**src/rtl/alu_hs.sv**
```systemverilog
// Handshaked ALU with registered result/status and a shift-add multiplier FSM.
// Optional macro ALU_HS_SAT_EN: ADD/SUB saturate to signed limits on overflow.
module alu_hs #(
  parameter int WIDTH = 13,
  parameter int SW    = $clog2(WIDTH)
) (
  input  logic             aclk,
  input  logic             arst,
  input  logic             in_valid,
  output logic             in_ready,
  input  logic [WIDTH-1:0] x,
  input  logic [WIDTH-1:0] y,
  input  logic [2:0]       opcode,
  output logic             out_valid,
  input  logic             out_ready,
  output logic [WIDTH-1:0] result,
  output logic [3:0]       status
);

  typedef enum logic [1:0] {IDLE = 2'd0, MUL = 2'd1, DONE = 2'd2} state_t;

  state_t               state_q, state_d;
  logic [SW-1:0]        cnt_q, cnt_d;
  logic [2*WIDTH-1:0]   mcand_q, mcand_d;
  logic [WIDTH-1:0]     mplier_q, mplier_d;
  logic [2*WIDTH-1:0]   prod_q, prod_d;
  logic [WIDTH-1:0]     result_q, result_d;
  logic [3:0]           status_q, status_d;
  logic                 out_valid_q, out_valid_d;
  logic                 init_q, init_d;

  logic [WIDTH:0]       sum_s, diff_s;
  logic [2*WIDTH-1:0]   shl_s, shr_s;
  logic [WIDTH-1:0]     alu_res_s;
  logic                 alu_c_s, alu_v_s;
  logic                 accept_s;

  localparam logic [WIDTH-1:0] SMAX = {1'b0, {(WIDTH-1){1'b1}}};
  localparam logic [WIDTH-1:0] SMIN = {1'b1, {(WIDTH-1){1'b0}}};

  // init_q holds off in_ready for the first cycle after reset release.
  assign in_ready  = init_q && (state_q == IDLE) && (!out_valid_q || out_ready);
  assign accept_s  = in_valid && in_ready;
  assign out_valid = out_valid_q;
  assign result    = result_q;
  assign status    = status_q;

  // Single-cycle operations; shifts go through a double-width vector so the
  // last bit shifted out lands in a fixed position and large amounts yield 0.
  always_comb begin
    sum_s     = {1'b0, x} + {1'b0, y};
    diff_s    = {1'b0, x} - {1'b0, y};
    shl_s     = {{WIDTH{1'b0}}, x} << y[SW-1:0];
    shr_s     = {x, {WIDTH{1'b0}}} >> y[SW-1:0];
    alu_res_s = {WIDTH{1'b0}};
    alu_c_s   = 1'b0;
    alu_v_s   = 1'b0;
    case (opcode)
      3'd0: begin
        alu_res_s = sum_s[WIDTH-1:0];
        alu_c_s   = sum_s[WIDTH];
        alu_v_s   = (x[WIDTH-1] == y[WIDTH-1]) && (sum_s[WIDTH-1] != x[WIDTH-1]);
      end
      3'd1: begin
        alu_res_s = diff_s[WIDTH-1:0];
        alu_c_s   = diff_s[WIDTH];
        alu_v_s   = (x[WIDTH-1] != y[WIDTH-1]) && (diff_s[WIDTH-1] != x[WIDTH-1]);
      end
      3'd2: alu_res_s = x & y;
      3'd3: alu_res_s = x | y;
      3'd4: alu_res_s = x ^ y;
      3'd5: begin
        alu_res_s = shl_s[WIDTH-1:0];
        alu_c_s   = shl_s[WIDTH];
      end
      3'd6: begin
        alu_res_s = shr_s[2*WIDTH-1:WIDTH];
        alu_c_s   = shr_s[WIDTH-1];
      end
      default: alu_res_s = {WIDTH{1'b0}};
    endcase
`ifdef ALU_HS_SAT_EN
    // On overflow the sign of x gives the direction for both ADD and SUB.
    if (alu_v_s) begin
      alu_res_s = x[WIDTH-1] ? SMIN : SMAX;
    end else begin
      alu_res_s = alu_res_s;
    end
`endif
  end

  // Next-state, multiplier datapath and output-slot control.
  always_comb begin
    state_d     = state_q;
    cnt_d       = cnt_q;
    mcand_d     = mcand_q;
    mplier_d    = mplier_q;
    prod_d      = prod_q;
    result_d    = result_q;
    status_d    = status_q;
    out_valid_d = out_valid_q;
    init_d      = 1'b1;
    if (out_valid_q && out_ready) begin
      out_valid_d = 1'b0;
    end else begin
      out_valid_d = out_valid_q;
    end
    case (state_q)
      IDLE: begin
        if (accept_s && (opcode == 3'd7)) begin
          state_d  = MUL;
          cnt_d    = {SW{1'b0}};
          mcand_d  = {{WIDTH{1'b0}}, x};
          mplier_d = y;
          prod_d   = {(2*WIDTH){1'b0}};
        end else if (accept_s) begin
          result_d    = alu_res_s;
          status_d    = {alu_c_s, alu_v_s, alu_res_s[WIDTH-1], alu_res_s == {WIDTH{1'b0}}};
          out_valid_d = 1'b1;
        end else begin
          state_d = IDLE;
        end
      end
      MUL: begin
        if (mplier_q[0]) begin
          prod_d = prod_q + mcand_q;
        end else begin
          prod_d = prod_q;
        end
        mcand_d  = mcand_q << 1;
        mplier_d = mplier_q >> 1;
        cnt_d    = cnt_q + {{(SW-1){1'b0}}, 1'b1};
        if (cnt_q == SW'(WIDTH - 1)) begin
          state_d = DONE;
        end else begin
          state_d = MUL;
        end
      end
      DONE: begin
        if (!out_valid_q || out_ready) begin
          result_d    = prod_q[WIDTH-1:0];
          status_d    = {|prod_q[2*WIDTH-1:WIDTH], 1'b0, prod_q[WIDTH-1],
                         prod_q[WIDTH-1:0] == {WIDTH{1'b0}}};
          out_valid_d = 1'b1;
          state_d     = IDLE;
        end else begin
          state_d = DONE;
        end
      end
      default: state_d = IDLE;
    endcase
  end

  // State and output registers.
  always_ff @(posedge aclk or posedge arst) begin
    if (arst) begin
      state_q     <= IDLE;
      cnt_q       <= {SW{1'b0}};
      mcand_q     <= {(2*WIDTH){1'b0}};
      mplier_q    <= {WIDTH{1'b0}};
      prod_q      <= {(2*WIDTH){1'b0}};
      result_q    <= {WIDTH{1'b0}};
      status_q    <= 4'd0;
      out_valid_q <= 1'b0;
      init_q      <= 1'b0;
    end else begin
      state_q     <= state_d;
      cnt_q       <= cnt_d;
      mcand_q     <= mcand_d;
      mplier_q    <= mplier_d;
      prod_q      <= prod_d;
      result_q    <= result_d;
      status_q    <= status_d;
      out_valid_q <= out_valid_d;
      init_q      <= init_d;
    end
  end

endmodule
```
**config.mk**
```make
export PLATFORM = sky130hd
export DESIGN_NAME = alu_hs
export DESIGN_NICKNAME = d
export VERILOG_FILES = /design/src/rtl/alu_hs.sv
export SDC_FILE = /design/constraint.sdc
export NUM_CORES = 1
export LEC_CHECK = 0
export ABC_CLOCK_PERIOD_IN_PS = 3800
export CELL_PAD_IN_SITES_DETAIL_PLACEMENT = 1
export CELL_PAD_IN_SITES_GLOBAL_PLACEMENT = 2
export CORE_MARGIN = 2
export CORE_UTILIZATION = 37
export DETAILED_ROUTE_END_ITERATION = 10
export HOLD_SLACK_MARGIN = 0.02
export PLACE_DENSITY_LB_ADDON = 0.1
export RECOVER_POWER = 50
export SYNTH_ARGS = -nofsm -noshare
export SYNTH_HDL_FRONTEND = slang
export SYNTH_SLANG_ARGS = --single-unit
```
**constraint.sdc**
```tcl
create_clock -name aclk -period 3.8 [get_ports aclk]
set_input_delay 0.95 -clock aclk [delete_from_list [all_inputs] [get_ports aclk]]
set_output_delay 0.95 -clock aclk [all_outputs]
set_load 0.05 [all_outputs]
```
== Yosys cells after proc, flatten, opt, wreduce, memory -nomap -nowiden ==
Cells that the tools add are included.
Cells by class
  add/sub/neg operators: 4
  $mul: 0
  divide/modulo/power cells: 0
  magnitude comparators: 0
  equality and inequality tests: 20
  shifts and indexed selects: 2
  mux-type cells: 30
  bitwise operators: 3
  reduce and logical (&&, ||, !) cells: 19
Operators with widths (count)
  case mux 26 bit (2 select lines): 2
  case mux 13 bit (7 select lines): 1
  two-way mux 26 bit: 3
  two-way mux 13 bit: 4
  case mux 13 bit (2 select lines): 2
  adder 26 bit: 1
  zero test 13 bit: 2
  right shift 26 x 4 -> 26 bit: 1
  two-way mux 4 bit: 4
  case mux 4 bit (2 select lines): 2
  adder 13 x 13 -> 14 bit: 1
  left shift 13 x 4 -> 14 bit: 1
  subtractor 13 x 13 -> 14 bit: 1
  AND 13 bit: 1
  OR 13 bit: 1
  OR reduction 13 bit: 1
  XOR 13 bit: 1
  == test 3 bit, second input constant: 4
  two-way mux 2 bit: 4
  inequality test 2 bit, second input constant: 4
  logical AND 1 bit: 7
  == test 3 x 2 -> 1 bit, second input constant: 2
  case mux 2 bit (3 select lines): 1
  adder 4 x 1 -> 4 bit, second input constant: 1
  other kinds (19): 26
Storage, ports and cells
  register bits after elaboration: 90
  latch bits: 0
  bits in writable memories: 0
  bits in read-only memories: 0
  output and inout port bits: 19
  logic and storage cells: 87
  memories kept: 0

== Longest topological paths before layout ==
  depth in word-level cells: 7
  gate-level depth with buffers: 14
  mapped depth without buffers: 12

== Worst setup path before layout ==
No wires, ideal clock.
  kind: in2reg
  start: in out_ready
  end: reg status_q[0] (netlist: status[0])
  data arrival time: 4.124 ns
  data required time: 3.708 ns
  path slack: -0.416 ns
  stages: 8
  buffers on the path: 0
  cell sequence: nor2b_1 nor4b_1 nand3_1 o21ai_1 nand4_1 nor4_1 nand4_1 o31ai_2
On the way
  longest elaborated chain between the ends: 6
  elaborated cells on any way between the ends: 8
  those cells by class: eq/ne: 3; reduce/logical: 5
RTL lines
  start: declaration: line 15  | input logic out_ready,
  logical OR 1 bit (*): line 42  | assign in_ready = init_q && (state_q == IDLE) && (!out_valid_q || out_ready);
  logical AND 1 bit (*): line 42
  named net in_ready: line 10  | output logic in_ready,
  logical AND 1 bit (*): line 43  | assign accept_s = in_valid && in_ready;
  logical AND 1 bit: line 110  | if (accept_s && (opcode == 3'd7)) begin
  inequality test 2 bit (no source line)
  AND reduction 4 bit (no source line) (*)
  end signal: assignment: line 173  | status_q <= status_d;
  end: declaration: line 28  | logic [3:0] status_q, status_d;
The timed path passes the listed nets; every way through them passes the cells marked *.
A chain may end at the register's enable or synchronous reset.

== Worst setup path after layout ==
  start: in x[0]
  end: reg status_q[0] (netlist: status[0])
On the way
  longest elaborated chain between the ends: 6
  elaborated cells on any way between the ends: 12
  those cells by class: add/sub: 2; shift: 2; mux: 4; bitwise: 3; reduce/logical: 1
RTL lines
  start: declaration: line 11  | input logic [WIDTH-1:0] x,
  subtractor 13 x 13 -> 14 bit (tied with other cells): line 52  | diff_s = {1'b0, x} - {1'b0, y};
  case mux 13 bit (7 select lines) (*): line 58  | case (opcode)
  zero test 13 bit (*): line 118  | status_d = {alu_c_s, alu_v_s, alu_res_s[WIDTH-1], alu_res_s == {WIDTH{1'b0}}};
  two-way mux 4 bit (*): line 116  | end else if (accept_s) begin
  two-way mux 4 bit (*): line 110
  case mux 4 bit (2 select lines) (*): line 108  | case (state_q)
Mark *: on every way between the ends. The rest lies on a longest branch, timed or not. The select of a mux whose other input is x is not followed.

==> results.yml <==
critical_path:
  cp_slowest_cell: "clkdlybuf4s50_1"
  path_max_fanout: 3
  path_buf_inv: 4
  slowest_delay_ps: 450
  critPathKind: "input port to register"
  setup.worst_path.end_class: "register"
  worstPathArrival_ps: 4000
  crit_chain: "clkdlybuf4s50_1 > inv_1 > ha_1 > inv_1 > fa_1 > xnor2_1 > a22o_1 > a21oi_1 > o221ai_1 > nor4_2 > buf_4 > nand4_1 > o31ai_2"
  start_kind: "input port"
  worstPathRequired_ps: 4060
  cpMostUsedCell: "inv_1"
  crit_family: "compound AO/OA/AOI/OAI gates"
pwr:
  peakVddDrop_mv: 0.3543
  p_per_area_mw_per_mm2: 563.0
  power_uw: 5804
  power_leakage_uw: 0.004859
job:
  cap_violations: 1
global_route:
  first_global_vias: 8407
  grt.overflow.total: 0
  grt_max_degree: 54
  grt_use_total: 0.2744
  grt_pass1_wl_um: 48000
  antenna_found_initial: 0
die:
  die_h_um: 151.7
  core_area_mm2: 0.02162
  die_width_um: 151.7
  die_area_mm2: 0.02301
  pin_count: 52
  core.rowCount: 54
  start_util: 0.3733
timing:
  rsz0062_at_grt: "yes"
  fin_crit_ps: 3745
  fin_crit_sh: 0.9855
  fin_setup_tns_ps: 0
  finalHoldViolations: 0
  setup_viol: 0
  hold_ws_ps: 477.1
  max_freq_mhz: 267.0
  maxSlewViolCount: 38
  skew_ps: 9.859
  slew_headroom: -0.1265
  worst_pin_slew_ps: 1681
layout:
  finish.cell_count_without_fillers: 1431
  antenna_cells: 0
  fin_nets: 1254
  area_growth_pct: 27.72
  drive_gt1_frac: 0.1894
logic_synthesis:
  synth.distinct_cells: 78
  ys_ff_latch: 89
  yosysSeqAreaShare: 0.2759
  synth_top_area_share: 0.2759
  yosysWarnings: 0
  synth-adder-area-share: 0.1191
  synth_flop_cell: "dfrtp_1"
  ys_async_sr_fraction: 1.000
  yosys.area.top_type: "dfrtp_1"
  syn_area_mm2: 0.008071
  synthMuxAreaShare: 0.08030
  synth_edf_count: 0
  syn-instance-count: 983
  synth_area_leaders: "dfrtp_1 28%, ha_1 11%, nand2_1 6.9%, mux2i_1 3.8%, o21ai_0 3.8%"
  synth.most_common_cell: "nand2_1"
  synth_xor_xnor_area_share: 0.02604
  syn_avg_cell_area_um2: 8.211
  synth_compound_area_frac: 0.2592
  synth_top_family_by_area: "compound AO/OA/AOI/OAI gates"
  yosys-top-cells-count: "148 x nand2_1, 89 x dfrtp_1, 72 x ha_1"
  mappedNetlistNets: 1091
  yosys.area_share.simple: 0.1845
clock_tree:
  htreeDepth: 3
  cts_root_buffer: "clkbuf_16"
  cts_sinks: 89
  clockBufferDepth: 2
  tritoncts: "yes"
  cts_buffers: 9
  clk_pin_slew_ps: 70
  clock_latency_ps: 350
outcome:
  status: "finished, violations left"
  violations: "max-capacitance violations, max-slew violations"
placed_design:
  placedCellCount: 1415
  dp_hpwl_um: 24520
  buffer_ports.inserted: 51
  place_congestion: 0.9340
detailed_routing:
  wl_per_cell_um: 21.51
  wl_um: 30780
  vias: 8139
  drtPass1Iterations: 5
  drc: 0
  detail-route-antenna-nets: 0
  drt_iter0_drc: 450
  avgViaCountPerCell: 5.688
hold_path:
  hold_path.class: "register to register"
[final timing paths]
kind / cells after the start / startpoint / end / slack (ps)
max in group asynchronous: 3 / arst / mcand_q[9] / 450
worst min register to register: 2 / mplier_q[1] / mplier_q[0] / 480
worst max register to register: 10 / mcand_q[0] / prod_q[24] / 560
worst min-delay path: 2 / mplier_q[1] / mplier_q[0] / 480
worst max-delay path: 13 / x[0] / status[0] / 60
min in group asynchronous: 2 / arst / mplier_q[8] / 1450
[worst min-delay path: cells and delay by family (launching register included)]
kind	cells	cell delay, ps
compound gates	1	60
simple gates	1	50
flops	1	340
[cells by family (layout without fill, tap and decap cells)]
| family | after synthesis | count (layout) |
|---|---|---|
| buf+inv | 112 | 280 |
| mux | 51 | 51 |
| other cells | 1 | 1 |
| fa+ha+maj | 75 | 75 |
| flops | 89 | 89 |
| compound gates | 312 | 312 |
| simple gates | 319 | 319 |
| xor+xnor | 24 | 24 |
[metrics by stage]
| stage | setup slack, ps | area [µm²] | utilization |
|---|---|---|---|
| finish | 55.15 | 10310 | 0.4768 |
| global route | -27.67 | 10310 | 0.4768 |
| CTS | 13.28 | 10280 | 0.4756 |
| detailed placement | -342.0 | 9951 | 0.4602 |
| global placement | -263.9 | 9951 | 0.4602 |
| floorplan | 21.28 | 8078 | - |
[area by class of cell]
type                            count  area (µm²)
Fill cell                        2617       11310
Multi-Input combinational cell    782        5480
Sequential cell                    89        2227
Timing Repair Buffer              208        1713
Tap cell                          280       350.3
Clock buffer                        9       225.2
Inverter                           56       211.5
Clock inverter                      7       101.3
[repair_timing]
action,in CTS,in global routing
endpoints found under the setup margin,1,8
hold buffers,0,0
buffers inserted,0,0
resized for setup,1,13
pin swaps,0,2
[sequential cells by signal, summed over array words and instances, names as in the netlist]
signal and count:
mcand_q 26, init_q 1, state_q 2, cnt_q 4, out_valid 1, mplier_q 13
prod_q 26, status 4, result 12
[layout by cell type, fill, tap and decap left out, types with 8 or more instances in the layout]
| cell | instances |
|---|---|
| dfrtp_1 | 89 |
| clkbuf_16 | 9 |
| nor2_1 | 61 |
| mux4_2 | 10 |
| a211oi_1 | 18 |
| a31oi_1 | 10 |
| o22ai_1 | 28 |
| o21ai_0 | 58 |
| nand2_1 | 148 |
| mux2i_1 | 31 |
| buf_4 | 153 |
| nor3_1 | 15 |
| a21oi_1 | 55 |
| nand3_1 | 12 |
| and3_1 | 9 |
| clkdlybuf4s50_1 | 44 |
| a22oi_1 | 31 |
| xnor2_1 | 17 |
| nor2b_1 | 12 |
| ha_1 | 72 |
| and2_1 | 9 |
| nand2b_1 | 11 |
| o221ai_1 | 8 |
| inv_1 | 54 |
| o211ai_1 | 15 |
| a21o_1 | 15 |
| o21a_1 | 10 |
[where the power goes]
part / switching, µW / internal [µW]
registers: 418 / 1360
clock network: 411 / 583
logic: 1810 / 1220
[routing by layer]
metal,part of all wire,GRT usage
met2,0.49,0.4703
met5,0,0
met4,0.034,0.1032
met3,0.024,0.02754
met1,0.45,0.3574
(Power assumes the default switching activity.)
